<file path="src/rtl/vga_sync_gen_if.sv">
// ---------------------------------------------------------------------------
// vga_sync_gen_if
//   Output bundle of the VGA timing generator.
//   master : driven by vga_sync_gen (sync, blanking, coordinates, strobes)
//   slave  : consumed by the downstream pixel/colour path
//   Macro VGA_TEST_PATTERN_EN adds the 4-bit red/green/blue test-bar outputs.
// ---------------------------------------------------------------------------
interface vga_sync_gen_if #(
    parameter int unsigned CNT_W = 10
);
    logic             hsync;
    logic             vsync;
    logic             video_on;
    logic [CNT_W-1:0] pixel_x;
    logic [CNT_W-1:0] pixel_y;
    logic             line_start;
    logic             frame_start;
`ifdef VGA_TEST_PATTERN_EN
    logic [3:0]       red;
    logic [3:0]       green;
    logic [3:0]       blue;
`endif

`ifdef VGA_TEST_PATTERN_EN
    modport master (output hsync, vsync, video_on, pixel_x, pixel_y,
                           line_start, frame_start, red, green, blue);
    modport slave  (input  hsync, vsync, video_on, pixel_x, pixel_y,
                           line_start, frame_start, red, green, blue);
`else
    modport master (output hsync, vsync, video_on, pixel_x, pixel_y,
                           line_start, frame_start);
    modport slave  (input  hsync, vsync, video_on, pixel_x, pixel_y,
                           line_start, frame_start);
`endif
endinterface

</file>
<file path="src/rtl/vga_sync_gen.sv">
// ---------------------------------------------------------------------------
// vga_sync_gen
//   VGA 640x480@60 Hz timing generator on the 25 MHz pixel clock.
//   Ports:
//     clk_25  : pixel clock, all logic on the rising edge
//     reset_n : asynchronous active-low reset
//     vga     : vga_sync_gen_if.master -- hsync/vsync (active low), video_on,
//               pixel_x/pixel_y (0 outside the visible area), line_start and
//               frame_start strobes.
//   All outputs are registered decodes of the counter position held before
//   the edge (one cycle latency).
//   Optional macro VGA_TEST_PATTERN_EN: adds 8 vertical colour bars, 80 pixels
//   wide, on vga.red/green/blue.
// ---------------------------------------------------------------------------
module vga_sync_gen #(
    parameter int unsigned H_VISIBLE = 640,
    parameter int unsigned H_FRONT   = 16,
    parameter int unsigned H_SYNC    = 96,
    parameter int unsigned H_BACK    = 48,
    parameter int unsigned V_VISIBLE = 480,
    parameter int unsigned V_FRONT   = 10,
    parameter int unsigned V_SYNC    = 2,
    parameter int unsigned V_BACK    = 33,
    parameter int unsigned CNT_W     = 10
) (
    input  logic           clk_25,
    input  logic           reset_n,
    vga_sync_gen_if.master vga
);
    localparam int unsigned H_TOTAL = H_VISIBLE + H_FRONT + H_SYNC + H_BACK;
    localparam int unsigned V_TOTAL = V_VISIBLE + V_FRONT + V_SYNC + V_BACK;

    // Thresholds pre-sized to the counter width so every compare is unsigned
    // and width-matched.
    localparam logic [CNT_W-1:0] H_LAST   = CNT_W'(H_TOTAL - 1);
    localparam logic [CNT_W-1:0] V_LAST   = CNT_W'(V_TOTAL - 1);
    localparam logic [CNT_W-1:0] H_VIS_C  = CNT_W'(H_VISIBLE);
    localparam logic [CNT_W-1:0] V_VIS_C  = CNT_W'(V_VISIBLE);
    localparam logic [CNT_W-1:0] HS_START = CNT_W'(H_VISIBLE + H_FRONT);
    localparam logic [CNT_W-1:0] HS_END   = CNT_W'(H_VISIBLE + H_FRONT + H_SYNC);
    localparam logic [CNT_W-1:0] VS_START = CNT_W'(V_VISIBLE + V_FRONT);
    localparam logic [CNT_W-1:0] VS_END   = CNT_W'(V_VISIBLE + V_FRONT + V_SYNC);

    logic [CNT_W-1:0] h_cnt_q, h_cnt_d;
    logic [CNT_W-1:0] v_cnt_q, v_cnt_d;
    logic             hsync_q, hsync_d;
    logic             vsync_q, vsync_d;
    logic             video_on_q, video_on_d;
    logic [CNT_W-1:0] pixel_x_q, pixel_x_d;
    logic [CNT_W-1:0] pixel_y_q, pixel_y_d;
    logic             line_start_q, line_start_d;
    logic             frame_start_q, frame_start_d;
    logic             h_wrap, v_wrap, visible;
`ifdef VGA_TEST_PATTERN_EN
    localparam logic [CNT_W-1:0] BAR_W = CNT_W'(80);
    logic [2:0] bar_idx;
    logic [3:0] red_q, red_d, green_q, green_d, blue_q, blue_d;
`endif

    always_comb begin
        h_wrap  = (h_cnt_q == H_LAST);
        v_wrap  = (v_cnt_q == V_LAST);
        h_cnt_d = h_wrap ? '0 : h_cnt_q + 1'b1;
        v_cnt_d = v_cnt_q;
        if (h_wrap) begin
            v_cnt_d = v_wrap ? '0 : v_cnt_q + 1'b1;
        end

        // Decodes of the current position; registered below.
        visible       = (h_cnt_q < H_VIS_C) && (v_cnt_q < V_VIS_C);
        hsync_d       = !((h_cnt_q >= HS_START) && (h_cnt_q < HS_END));
        vsync_d       = !((v_cnt_q >= VS_START) && (v_cnt_q < VS_END));
        video_on_d    = visible;
        pixel_x_d     = visible ? h_cnt_q : '0;
        pixel_y_d     = visible ? v_cnt_q : '0;
        line_start_d  = (h_cnt_q == '0);
        frame_start_d = (h_cnt_q == '0) && (v_cnt_q == '0);

`ifdef VGA_TEST_PATTERN_EN
        // Only meaningful while visible (h < 640 -> index 0..7).
        bar_idx = 3'(h_cnt_q / BAR_W);
        red_d   = (visible && bar_idx[2]) ? 4'hF : 4'h0;
        green_d = (visible && bar_idx[1]) ? 4'hF : 4'h0;
        blue_d  = (visible && bar_idx[0]) ? 4'hF : 4'h0;
`endif
    end

    always_ff @(posedge clk_25 or negedge reset_n) begin
        if (!reset_n) begin
            h_cnt_q       <= '0;
            v_cnt_q       <= '0;
            hsync_q       <= 1'b1;
            vsync_q       <= 1'b1;
            video_on_q    <= 1'b0;
            pixel_x_q     <= '0;
            pixel_y_q     <= '0;
            line_start_q  <= 1'b0;
            frame_start_q <= 1'b0;
`ifdef VGA_TEST_PATTERN_EN
            red_q         <= 4'h0;
            green_q       <= 4'h0;
            blue_q        <= 4'h0;
`endif
        end else begin
            h_cnt_q       <= h_cnt_d;
            v_cnt_q       <= v_cnt_d;
            hsync_q       <= hsync_d;
            vsync_q       <= vsync_d;
            video_on_q    <= video_on_d;
            pixel_x_q     <= pixel_x_d;
            pixel_y_q     <= pixel_y_d;
            line_start_q  <= line_start_d;
            frame_start_q <= frame_start_d;
`ifdef VGA_TEST_PATTERN_EN
            red_q         <= red_d;
            green_q       <= green_d;
            blue_q        <= blue_d;
`endif
        end
    end

    assign vga.hsync       = hsync_q;
    assign vga.vsync       = vsync_q;
    assign vga.video_on    = video_on_q;
    assign vga.pixel_x     = pixel_x_q;
    assign vga.pixel_y     = pixel_y_q;
    assign vga.line_start  = line_start_q;
    assign vga.frame_start = frame_start_q;
`ifdef VGA_TEST_PATTERN_EN
    assign vga.red         = red_q;
    assign vga.green       = green_q;
    assign vga.blue        = blue_q;
`endif
endmodule

</file>
<file path="src/flat_wrapper.sv">
// flat-port wrapper written by rule: the top's interface ports become plain ports
module vga_sync_gen_flat 
#(
    parameter int unsigned H_VISIBLE = 640,
    parameter int unsigned H_FRONT   = 16,
    parameter int unsigned H_SYNC    = 96,
    parameter int unsigned H_BACK    = 48,
    parameter int unsigned V_VISIBLE = 480,
    parameter int unsigned V_FRONT   = 10,
    parameter int unsigned V_SYNC    = 2,
    parameter int unsigned V_BACK    = 33,
    parameter int unsigned CNT_W     = 10
)
  (clk_25, reset_n, vga_hsync, vga_vsync, vga_video_on, vga_pixel_x, vga_pixel_y, vga_line_start, vga_frame_start);
  vga_sync_gen_if #(.CNT_W(CNT_W)) vga_i ();
  input  logic clk_25;
  input  logic reset_n;
  output wire logic [$bits(vga_i.hsync)-1:0] vga_hsync;
  output wire logic [$bits(vga_i.vsync)-1:0] vga_vsync;
  output wire logic [$bits(vga_i.video_on)-1:0] vga_video_on;
  output wire logic [$bits(vga_i.pixel_x)-1:0] vga_pixel_x;
  output wire logic [$bits(vga_i.pixel_y)-1:0] vga_pixel_y;
  output wire logic [$bits(vga_i.line_start)-1:0] vga_line_start;
  output wire logic [$bits(vga_i.frame_start)-1:0] vga_frame_start;
  assign vga_hsync = vga_i.hsync;
  assign vga_vsync = vga_i.vsync;
  assign vga_video_on = vga_i.video_on;
  assign vga_pixel_x = vga_i.pixel_x;
  assign vga_pixel_y = vga_i.pixel_y;
  assign vga_line_start = vga_i.line_start;
  assign vga_frame_start = vga_i.frame_start;
  vga_sync_gen #(.H_VISIBLE(H_VISIBLE), .H_FRONT(H_FRONT), .H_SYNC(H_SYNC), .H_BACK(H_BACK), .V_VISIBLE(V_VISIBLE), .V_FRONT(V_FRONT), .V_SYNC(V_SYNC), .V_BACK(V_BACK), .CNT_W(CNT_W)) u_core (.clk_25(clk_25), .reset_n(reset_n), .vga(vga_i));
endmodule
</file>
<file path="config.mk">
export PLATFORM = sky130hd
export DESIGN_NAME = vga_sync_gen_flat
export DESIGN_NICKNAME = d
export VERILOG_FILES = /design/src/rtl/vga_sync_gen_if.sv /design/src/rtl/vga_sync_gen.sv /design/src/flat_wrapper.sv
export SDC_FILE = /design/constraint.sdc
export NUM_CORES = 1
export LEC_CHECK = 0
export ABC_AREA = 1
export CAP_MARGIN = 5
export CELL_PAD_IN_SITES_DETAIL_PLACEMENT = 0
export CELL_PAD_IN_SITES_GLOBAL_PLACEMENT = 1
export CORE_MARGIN = 5
export CORE_UTILIZATION = 41
export CTS_BUF_LIST = sky130_fd_sc_hd__clkbuf_4 sky130_fd_sc_hd__clkbuf_8 sky130_fd_sc_hd__clkbuf_16
export CTS_CLUSTER_SIZE = 24
export DETAILED_ROUTE_END_ITERATION = 6
export GPL_TIMING_DRIVEN = 1
export PLACE_DENSITY_LB_ADDON = 0.15
export RECOVER_POWER = 25
export SYNTH_ARGS = -nofsm -noshare
export SYNTH_HDL_FRONTEND = slang
export SYNTH_SLANG_ARGS = --single-unit
</file>
<file path="constraint.sdc">
create_clock -name clk_25 -period 1.3 [get_ports clk_25]
set_input_delay 0.195 -clock clk_25 [delete_from_list [all_inputs] [get_ports clk_25]]
set_output_delay 0.195 -clock clk_25 [all_outputs]
set_load 0.02 [all_outputs]
</file>
==> impl_results.md, run 1 <==
* Post-synth EDFFs at 0
* Residual DRC count at 0
* CTS tree: done
* Worst-path fanout max at 4
* Final core utilization at 59.0%
* Die W at between 70 and 80 µm
* N_diodes at 0
* Crit path required time at ~1.5 ns
* Worst setup path class: flip-flop to flip-flop
* Buf+Inv Stages, Crit Path at 2
* Vias in the first global route at 1558
* RSZ-0062 raised after global routing: yes
* First-pass GRT wire length at around 7300 µm
* Leakage at around 1.5 nW
* Drt first pass iters at 4
* Most used cell, CP: nand2_4
* M1 WL at 1770 µm
* Comb power frac at 1.5%
* Register area at approximately 1100 µm²
* Clock buffer depth at 2
* Synthesized net count at 226
* Tightest Hold Check Type: flip-flop to flip-flop
* Initial antenna violation count at 0
* Clock power frac at between 30% and 40%
* I/O pins at 27
* HPWL after DPL at 2940 µm
* Avg Cell Area, Syn at ~8.9 µm²
* Core Area at between 4000 and 5000 µm²
* Seq/Total Area, Yosys at between 50% and 60%
* Final RePlAce weighted congestion at between 0.8 and 0.9
* Slack of the critical path at -0.0462 ns
* Crit path arrival time at approximately 1.5 ns
* Mapped cell area at ~2000 µm²
* Setup crit start kind: flip-flop
* Area of the multi-input gates at between 800 and 900 µm²
* Via count at about 1600
* FF+latch count, synth at 45
* Fin. Hold Viols at 0
* Worst slew pin tran at 0.598 ns
* Final Max Tran Viols at 0
* Layout cells sized above 1 at between 30% and 40%
* P per Cell Area at 825 nW/µm²
* Grt ovf at 0
* Synth warn at 0
* Mapped Cells at 220
* Synth top area share at a little over half
* Post-DRT Antenna Nets at 0
* Async set or reset register ratio after synthesis at 100%
* Worst Setup End Kind: flip-flop
* Crit-path cells: ha_2 -> nand2_4 -> inv_4 -> nand2_4 -> nor2_4 -> buf_4 -> nand3_1 -> nand2_1 -> nor2_1
* Max-Cap Viols at 0
* Max Clk Rate at 743 MHz
* Total GRT Usage at between 10% and 20%
* Final net count at slightly below 300
* Internal power at between 1.5 and 2 mW
* Fillers at 429
* VDD IR max at around 0.6 mV
* Synth top cells by count: dfrtp_1 (43), nor2_1 (43), inv_1 (37)
* Met2 Wirelength at between 2000 and 2500 µm
* Cell row count at 25
* H-tree levels at 2
* Via-per-instance ratio at 4.65
* Root Buffer Master: clkbuf_8
* Cell taking the most area after synthesis: dfrtp_1
* Status: complete, but fails checks
* Starting Density at a little over two fifths
* Top layer in use: met4
* Final setup fails at 6
* Die area at 6280 µm²
* Drt wl/cell at 12.2 µm
* Min Tclk post-route at 1.35 ns
* Cell variety after synth at 25
* Largest delay share family, worst path: simple AND/OR/NAND/NOR gates
* Dominant cells by area after synthesis: dfrtp_1 (55%), nor2_1 (8.2%), inv_1 (7.1%), nand2_1 (5.9%), nand3_1 (4.3%)
* Failing checks: negative setup slack
* Largest net degree at the start of global routing at between 40 and 50
* Final wirelength at around 4200 µm
* CP max stage delay at roughly 0.36 ns
* Area grow syn2layout at 40.8%
* Sw Ratio at 21.2%
* Iteration-0 DRC Markers at 95
* CTS sink cnt at 45
* Clock transition at path regs at about 0.08 ns
* Worst hold margin at between 0.5 and 0.6 ns
* Clock buffer count from CTS at 5
* Fin crit share at 104%
* Met3 WL at approximately 120 µm
* Net Sw Power at about 0.48 mW
* Chip Height at just under 80 µm
* Clock Skews at roughly 0.0076 ns
* Primary FF master, synth: dfrtp_1
* Slew margin rel. at between 60 and 70%
* Later-pin clock latency in the skew report at 0.30 ns
* IO Port Bufs at 26
* Slowest-stage cell, CP: dfrtp_1
* Seq pwr share at roughly three fifths
-- power groups by stage --
stage          Clock, mW  Sequential (mW)  Combinational (mW)
4_1_cts            0.882             1.40              0.0441
3_5_place_dp           0             1.43              0.0429
2_1_floorplan          0             1.43            0.000250
6_report           0.848             1.40              0.0353
3_3_place_gp           0             1.43              0.0426
5_1_grt            0.953             1.40              0.0428
-- cell families (layout without fill, tap and decap cells) --
kind of cell / count (synthesis) / in the layout / share of synthesized area, %
xor gates and xnor gates: 6 / 6 / 2.67
DFF: 45 / 45 / 57.4
AOI/OAI and AO/OA: 12 / 12 / 3.37
and+or+nand+nor: 109 / 109 / 25.0
other: 1 / 1 / 0.191
adders and majority gates: 4 / 4 / 2.55
buffers and inverters: 43 / 110 / 8.78
-- layer usage --
| metal | GRT usage, % | up-vias |
|---|---|---|
| met5 | 0 | - |
| met4 | 6.01 | 0 |
| met3 | 4.31 | 6 |
| met2 | 25.4 | 18 |
| met1 | 18.0 | 752 |
| li1 | - | 810 |
-- cell type report --
cell class	count	share of cell area, %
multi-input cells	132	29.1
well taps	54	2.44
clock inverters	2	0.362
inverters	39	5.38
repair buffers	63	19.2
clock buffers	6	2.76
flip-flops and latches	45	40.8
-- state kept, by name (all words and copies together), names as in the netlist, 10 cells and up --
register and cells:
u_core.v_cnt_q 10, u_core.vga.pixel_y 10, u_core.vga.pixel_x 10, u_core.h_cnt_q 10
-- timing repair --
item                                    CTS  global route
endpoints found under the setup margin   41            21
cloned                                    0             0
pin swaps                                 9            10
resized for setup                        51            32
endpoints found under the hold margin    43             0
hold buffers                              1             0
buffers inserted                          2             6
-- stage by stage --
step	setup slack [ns]	instance area, µm²	setup TNS [ns]	total power [mW]	std cells
5_1_grt	-0.170	2770	-1.71	2.40	341
2_1_floorplan	0.0639	1970	0	1.43	220
3_5_place_dp	-0.107	2500	-0.720	1.47	324
4_1_cts	-0.00249	2640	-0.00249	2.33	335
6_report	-0.0462	2770	-0.175	2.28	341
3_3_place_gp	-0.0532	2500	-0.422	1.47	324
-- placed cells by master (no fill, tap or decap), drive strengths merged, types with 2 or more instances in the layout --
master	n
xor2	6
nand3	19
a21oi	3
dfstp	2
dfrtp	43
clkinv	2
nand2	32
inv	39
dlygate4sd2	23
nor3	2
ha	4
nor2	46
buf	37
clkbuf	7
nand4	7
o21ai	8
-- path summary, 6_finish.rpt --
kind	from	end	slack [ns]	cells past startpoint
worst max-delay path	u_core.h_cnt_q[0]	u_core.v_cnt_q[9]	-0.05	9
worst min-delay path	u_core.h_cnt_q[4]	u_core.vga.hsync	0.52	1
worst max register to register	u_core.h_cnt_q[0]	u_core.v_cnt_q[9]	-0.05	9
worst min register to register	u_core.h_cnt_q[4]	u_core.vga.hsync	0.52	1
max in group asynchronous	reset_n	u_core.vga.pixel_x[6]	0.35	3
min in group asynchronous	reset_n	u_core.vga.pixel_y[8]	0.54	3
No activity file was read; power rests on OpenSTA's default activity.
==> run 2, diff against run 1 <==
Settings changed: CORE_MARGIN 5 to 3.
==> run 2 against run 1 <==
The run still ends with negative setup slack left. Worst setup slack lost 0.020 ns. Die area fell by 9.8%. Total power is 0.27% higher. Fmax is 1.5% lower. Critical path depth down 1. Utilization down 0.21 points. Via count down 2.1%. Cell count fell by 2.6%. Critical path type unchanged. Critical endpoint is now u_core.v_cnt_q[2]. Largest power group unchanged.
==> impl_results.md, run 2 (synthesis gave the netlist of run 1 again) <==
* Origin of the critical flop-to-flop path: u_core.h_cnt_q[1]
* Vias in the first global route at between 1000 and 1500
* HPWL after DPL at about 3000 µm
* Grt ovf at 0
* Drt first pass iters at 4
* Largest net degree at the start of global routing at 21
* Clock buffer depth at 2
* Die area at 5660 µm²
* Crit path arrival time at 1.59 ns
* Initial antenna violation count at 0
* Drt wl/cell at roughly 12 µm
* Comb power frac at roughly 1.6%
* IO Port Bufs at 26
* Layout cells sized above 1 at approximately a quarter
* Leakage at 1.44 nW
* Area grow syn2layout at 34.7%
* CTS tree: done
* R2r endpoint: u_core.v_cnt_q[2]
* CP max stage delay at about 0.4 ns
* Final net count at 285
* Largest delay share family, worst path: flip-flops
* Via-per-instance ratio at roughly 4.7
* Worst Setup End Kind: flip-flop
* Crit path required time at between 1.5 and 2 ns
* Post-DRT Antenna Nets at 0
* I/O pins at 27
* Placed Cells at about 320
* Clock transition at path regs at 0.08 ns
* Fin. Hold Viols at 0
* RSZ-0062 raised after global routing: yes
* Worst setup path class: flip-flop to flip-flop
* Final RePlAce weighted congestion at roughly 0.80
* First-pass GRT wire length at ~6800 µm
* Most common cell after layout, fill and taps aside: dfrtp_1
* Residual DRC count at 0
* Total GRT Usage at roughly 16%
* Max-Cap Viols at 0
* Internal power at 1.80 mW
* Highest-count cells in the layout ignoring fill and taps: dfrtp_1 (42), nor2_1 (33), inv_1 (31)
* Sw Ratio at between 20% and 30%
* Tightest Hold Check Type: input pin to asynchronous set/reset pin
* Worst r2r path cells at 8
* M1 GR Usage at 23.0%
* M2 GR Usage at a little under a quarter
* Core Area at between 4000 and 5000 µm²
* CTS sink cnt at 45
* Status: complete, but fails checks
* Grt met3 use at between 4 and 5%
* Clock buffer count from CTS at 5
* Iteration-0 DRC Markers at between 50 and 60
* Final wirelength at slightly below 4000 µm
* Final setup fails at 10
* Cell row count at 24
* Fin crit share at 105%
* Dpl ws at -0.0888 ns
* Seq pwr share at 61.2%
* Clock Skews at around 0.0073 ns
* Die W at 75.2 µm
* Setup crit start kind: flip-flop
* P per Cell Area at about 860 nW/µm²
* H-tree levels at 2
* Slowest-stage cell, CP: dfrtp_1
* Buf+Inv Stages, Crit Path at 2
* VDD IR max at about 0.64 mV
* Chip Height at around 75 µm
* Worst-path fanout max at 11
* Slack of the critical path at -0.0662 ns
* Root Buffer Master: clkbuf_8
* Final Max Tran Viols at 0
* Final Non-Filler Cells at 332
* Starting Density at 43.6%
* N_diodes at 0
* Net Sw Power at a little under 0.5 mW
* Max Clk Rate at approximately 730 MHz
* Clock power frac at between 30% and 40%
* Failing checks: negative setup slack
* Min Tclk post-route at 1.37 ns
* Via count at approximately 1600
* Later-pin clock latency in the skew report at about 0.30 ns
* GRT Max-Usage Layer: met2
* Reg2Reg Setup Slack at -0.07 ns
* Crit-path cells: ha_2 -> nand2_2 -> inv_2 -> nand2_4 -> nor2_4 -> buf_12 -> nand3_1 -> o21ai_1
* Worst setup path startpoint: u_core.h_cnt_q[1]
-- run 2: cell count changes in the layout (fill, tap and decap cells not counted), sizes merged --
cell,previous run,this run
buf,37,28
clkdlybuf4s15,1,2
clkbuf,7,8
-- run 2: through the flow --
| stage | hold WS (ns) | instance area, µm² | util [%] | setup TNS [ns] | total power, mW |
|---|---|---|---|---|---|
| after floorplan | -0.101 | 1970 | - | 0 | 1.43 |
| after global placement | 0.173 | 2470 | 54.9 | -0.375 | 1.47 |
| after detailed placement | 0.179 | 2470 | 54.9 | -0.689 | 1.47 |
| after CTS | 0.394 | 2600 | 57.7 | -0.387 | 2.34 |
| after global routing | 0.425 | 2650 | 58.8 | -1.75 | 2.38 |
| final | 0.380 | 2650 | 58.8 | -0.346 | 2.29 |
-- run 2: what timing repair did --
action / in CTS / in global routing
hold endpoints to repair: 16 / 0
setup endpoints to repair: 40 / 23
setup buffers: 2 / 3
pin swaps: 7 / 6
hold buffers: 1 / 0
resized for setup: 45 / 19
-- run 2: area by class of cell --
type                            instances  area, µm²
Fill cell                             454       1860
Clock inverter                          2       10.0
Inverter                               39        146
Clock buffer                            6       76.3
Multi-Input combinational cell        132        743
Tap cell                               52       65.1
Timing Repair Buffer                   56        477
Sequential cell                        45       1130
-- run 2: power groups by stage --
stage                     registers, mW  logic (mW)  clock network, mW
after floorplan                    1.43    0.000250                  0
after global placement             1.43      0.0445                  0
after detailed placement           1.43      0.0453                  0
after CTS                          1.40      0.0461              0.891
after global routing               1.40      0.0450              0.936
final                              1.40      0.0376              0.852
-- run 2: per-layer routing --
layer,up-vias,share of wire (%)
met5,-,0
met2,35,44
li1,793,-
met4,0,1.5
met1,719,50
met3,6,3.8
-- run 2: worst max-delay path by stage --
stage	cells past startpoint	slack [ns]	end
after CTS	8	-0.05	u_core.v_cnt_q[2]
after detailed placement	7	-0.09	u_core.v_cnt_q[2]
after floorplan	7	0.06	u_core.v_cnt_q[3]
after global routing	7	-0.16	u_core.v_cnt_q[0]
final	8	-0.07	u_core.v_cnt_q[2]
after global placement	8	-0.09	u_core.h_cnt_q[8]
==> run 3, diff against run 2 <==
Settings changed: ABC_AREA 1 to not set, CORE_UTILIZATION 41 to 42.
==> run 3 against run 2 <==
The flow still finishes with violations (negative setup slack). Routed wire length grew 26%. Critical path depth shrank 4. Synthesized cell count shrank 25%. Die area shrank 6.0%. Combinational power shrank 5.6%. Sequential cell count is the same. Clock power grew 27%. Count of clock-buffer cells in the layout grew 1. Largest cell class unchanged.
==> impl_results.md, run 3 <==
* Worst r2r path cells at 4
* Status: complete, but fails checks
* VDD IR max at approximately 0.56 mV
* Chip Height at about 73 µm
* Max-Cap Viols at 0
* Synthesized net count at 170
* CTS tree: done
* Synth top cells by count: dfrtp_1 (43), and2_1 (16), nand3_1 (11)
* Cell taking the most area after synthesis: dfrtp_1
* Post-DRT Antenna Nets at 0
* Comb power frac at under 10%
* Clock power frac at a little over two fifths
* Mapped Cells at 164
* Seq/Total Area, Yosys at around three fifths
* Final core utilization at approximately 74%
* CTS sink cnt at 45
* Fin crit share at 129%
* Via-per-instance ratio at roughly 5.3
* Fin. Hold Viols at 0
* Clock Skews at 0.00951 ns
* Buf+Inv Stages, Crit Path at 0
* Vias in the first global route at approximately 1700
* Seq pwr share at between 50% and 60%
* Drt wl/cell at ~16 µm
* Worst slew pin tran at slightly above 0.6 ns
* Core Area at roughly 4200 µm²
* Grt ovf at 0
* I/O pins at 27
* Total GRT Usage at 20.3%
* Worst setup path class: flip-flop to flip-flop
* Clock buffer count from CTS at 5
* Final RePlAce weighted congestion at around 0.86
* Die area at around 5300 µm²
* N_diodes at 0
* Failing checks: negative setup slack
* Layout cells sized above 1 at about half
* Root Buffer Master: clkbuf_8
* Dominant cells by area after synthesis: dfrtp_1 (57%), and2_1 (5.3%), nor4_1 (3.0%), nand3_1 (2.9%), dfstp_2 (2.8%)
* HPWL after DPL at approximately 3000 µm
* Leakage at between 1.5 and 2 nW
* Most frequent cell after synthesis: dfrtp_1
* Worst Setup End Kind: flip-flop
* Iteration-0 DRC Markers at 111
* Final net count at approximately 260
* R2r endpoint: u_core.v_cnt_q[9]
* Primary FF master, synth: dfrtp_1
* Via count at between 1500 and 2000
* Slack of the critical path at -0.381 ns
* Internal power at 2.05 mW
* Final setup fails at 34
* Fillers at roughly 270
* Worst setup path startpoint: u_core.h_cnt_q[6]
* RSZ-0062 raised after global routing: yes
* Die W at approximately 73 µm
* Max Clk Rate at ~600 MHz
* Clock transition at path regs at 0.08 ns
* Crit-path cells: nor4b_4 -> nand4_4 -> or4_4 -> a22oi_2
* CP max stage delay at roughly 0.5 ns
* Reg2Reg Setup Slack at -0.38 ns
* Post-synth EDFFs at 0
* Cell row count at 23
* Final Power at ~2.5 mW
* Later-pin clock latency in the skew report at around 0.29 ns
* Cell variety after synth at 37
* Net Sw Power at 0.461 mW
* Highest-count cells in the layout ignoring fill and taps: buf_4 (45), dfrtp_1 (41), dlygate4sd2_1 (23)
* Sw Ratio at a little under a fifth
* Initial antenna violation count at 0
* Worst-path fanout max at 2
* Drt first pass iters at 6
* Synth top area share at 57.2%
* Setup crit start kind: flip-flop
* H-tree levels at 2
* First-pass GRT wire length at 8200 µm
* Origin of the critical flop-to-flop path: u_core.h_cnt_q[6]
* Most common cell after layout, fill and taps aside: buf_4
* Final Max Tran Viols at 0
* Final wirelength at about 5000 µm
* Starting Density at 45.1%
* Synth warn at 0
* Clock buffer depth at 2
* Async set or reset register ratio after synthesis at between 90% and 100%
* FF+latch count, synth at 45
* Slew margin rel. at between 50 and 60%
* Residual DRC count at 0
* P per Cell Area at 814 nW/µm²
* Crit path required time at 1.51 ns
* Slowest-stage cell, CP: or4_4
* Mapped cell area at around 1900 µm²
* CP endpoint: u_core.v_cnt_q[9]
* Critical Path Stages at 4
* Crit path arrival time at about 1.9 ns
* Largest net degree at the start of global routing at 46
* Largest delay share family, worst path: simple AND/OR/NAND/NOR gates
* Avg Cell Area, Syn at 11.5 µm²
* IO Port Bufs at 26
* Tightest Hold Check Type: input pin to asynchronous set/reset pin
* Area grow syn2layout at 64.2%
* Min Tclk post-route at 1.68 ns
-- run 3: changes by cell type after synthesis, moves of 3 or more --
cell / previous run / this run
nor2_1: 43 / 10
inv_1: 37 / 6
nand2_1: 31 / 9
and2_1: 0 / 16
nor4_1: 1 / 9
nand3_1: 17 / 11
xnor2_1: 0 / 5
and3_1: 0 / 3
-- run 3: worst min-delay path by stage --
stage / from / end / slack (ns)
after CTS: reset_n / u_core.h_cnt_q[5] / 0.42
after floorplan: reset_n / u_core.h_cnt_q[0] / -0.10
after detailed placement: reset_n / u_core.vga.pixel_x[9] / 0.20
final: reset_n / u_core.v_cnt_q[5] / 0.56
after global placement: reset_n / u_core.vga.pixel_x[5] / 0.19
after global routing: u_core.h_cnt_q[0] / u_core.h_cnt_q[0] / 0.60
-- run 3: layout make-up --
cell class | instances | area [µm²] | share of cell area (%)
sequential | 45 | 1130 | 36.6
multi-input combinational | 107 | 963 | 31.2
timing repair buffer | 92 | 790 | 25.6
clock buffer | 7 | 90.1 | 2.92
tap | 50 | 62.6 | 2.03
clock inverter | 1 | 30.0 | 0.972
inverter | 6 | 22.5 | 0.729
-- run 3: power groups by stage --
| stage | Clock [mW] | Combinational [mW] | Sequential (mW) |
|---|---|---|---|
| 6_report | 1.08 | 0.0355 | 1.40 |
| 5_1_grt | 1.16 | 0.0419 | 1.40 |
| 4_1_cts | 1.11 | 0.0433 | 1.40 |
| 3_5_place_dp | 0 | 0.0422 | 1.43 |
| 3_3_place_gp | 0 | 0.0407 | 1.43 |
| 2_1_floorplan | 0 | 0.000250 | 1.43 |
-- run 3: routing by layer --
layer	global-route usage, %	wire length [µm]
met5	0	0
met1	23.8	2000
met3	5.10	230
met2	35.8	2580
met4	7.58	153
-- run 3: what timing repair did --
item | CTS | global route
hold buffers | 1 | 0
resized for setup | 75 | 36
buffers inserted | 16 | 7
cloned | 1 | 0
hold endpoints to repair | 43 | 0
setup endpoints to repair | 61 | 39
pin swaps | 23 | 22
-- run 3: tightest hold or removal path, delay by kind of cell --
family	cells	cell delay [ns]
buffers and inverters	3	1.12
-- run 3: metrics by stage --
step	TNS, ns	setup WS [ns]	area [µm²]	std cells	hold WS, ns
3_5_place_dp	-5.98	-0.359	2530	278	0.195
6_report	-7.29	-0.381	3090	308	0.560
3_3_place_gp	-5.67	-0.327	2530	278	0.186
2_1_floorplan	-4.91	-0.341	1910	164	-0.101
5_1_grt	-9.36	-0.436	3090	308	0.602
4_1_cts	-5.20	-0.326	2950	302	0.417
-- run 3: cell families after synthesis --
logic type / Yosys count / synth area share, %
compound gates: 11 / 3.66
simple gates: 80 / 25.2
other cells: 1 / 0.199
flops: 45 / 60.0
buf+inv: 12 / 3.06
fa+ha+maj: 4 / 2.66
mux: 1 / 0.598
xor+xnor: 10 / 4.65
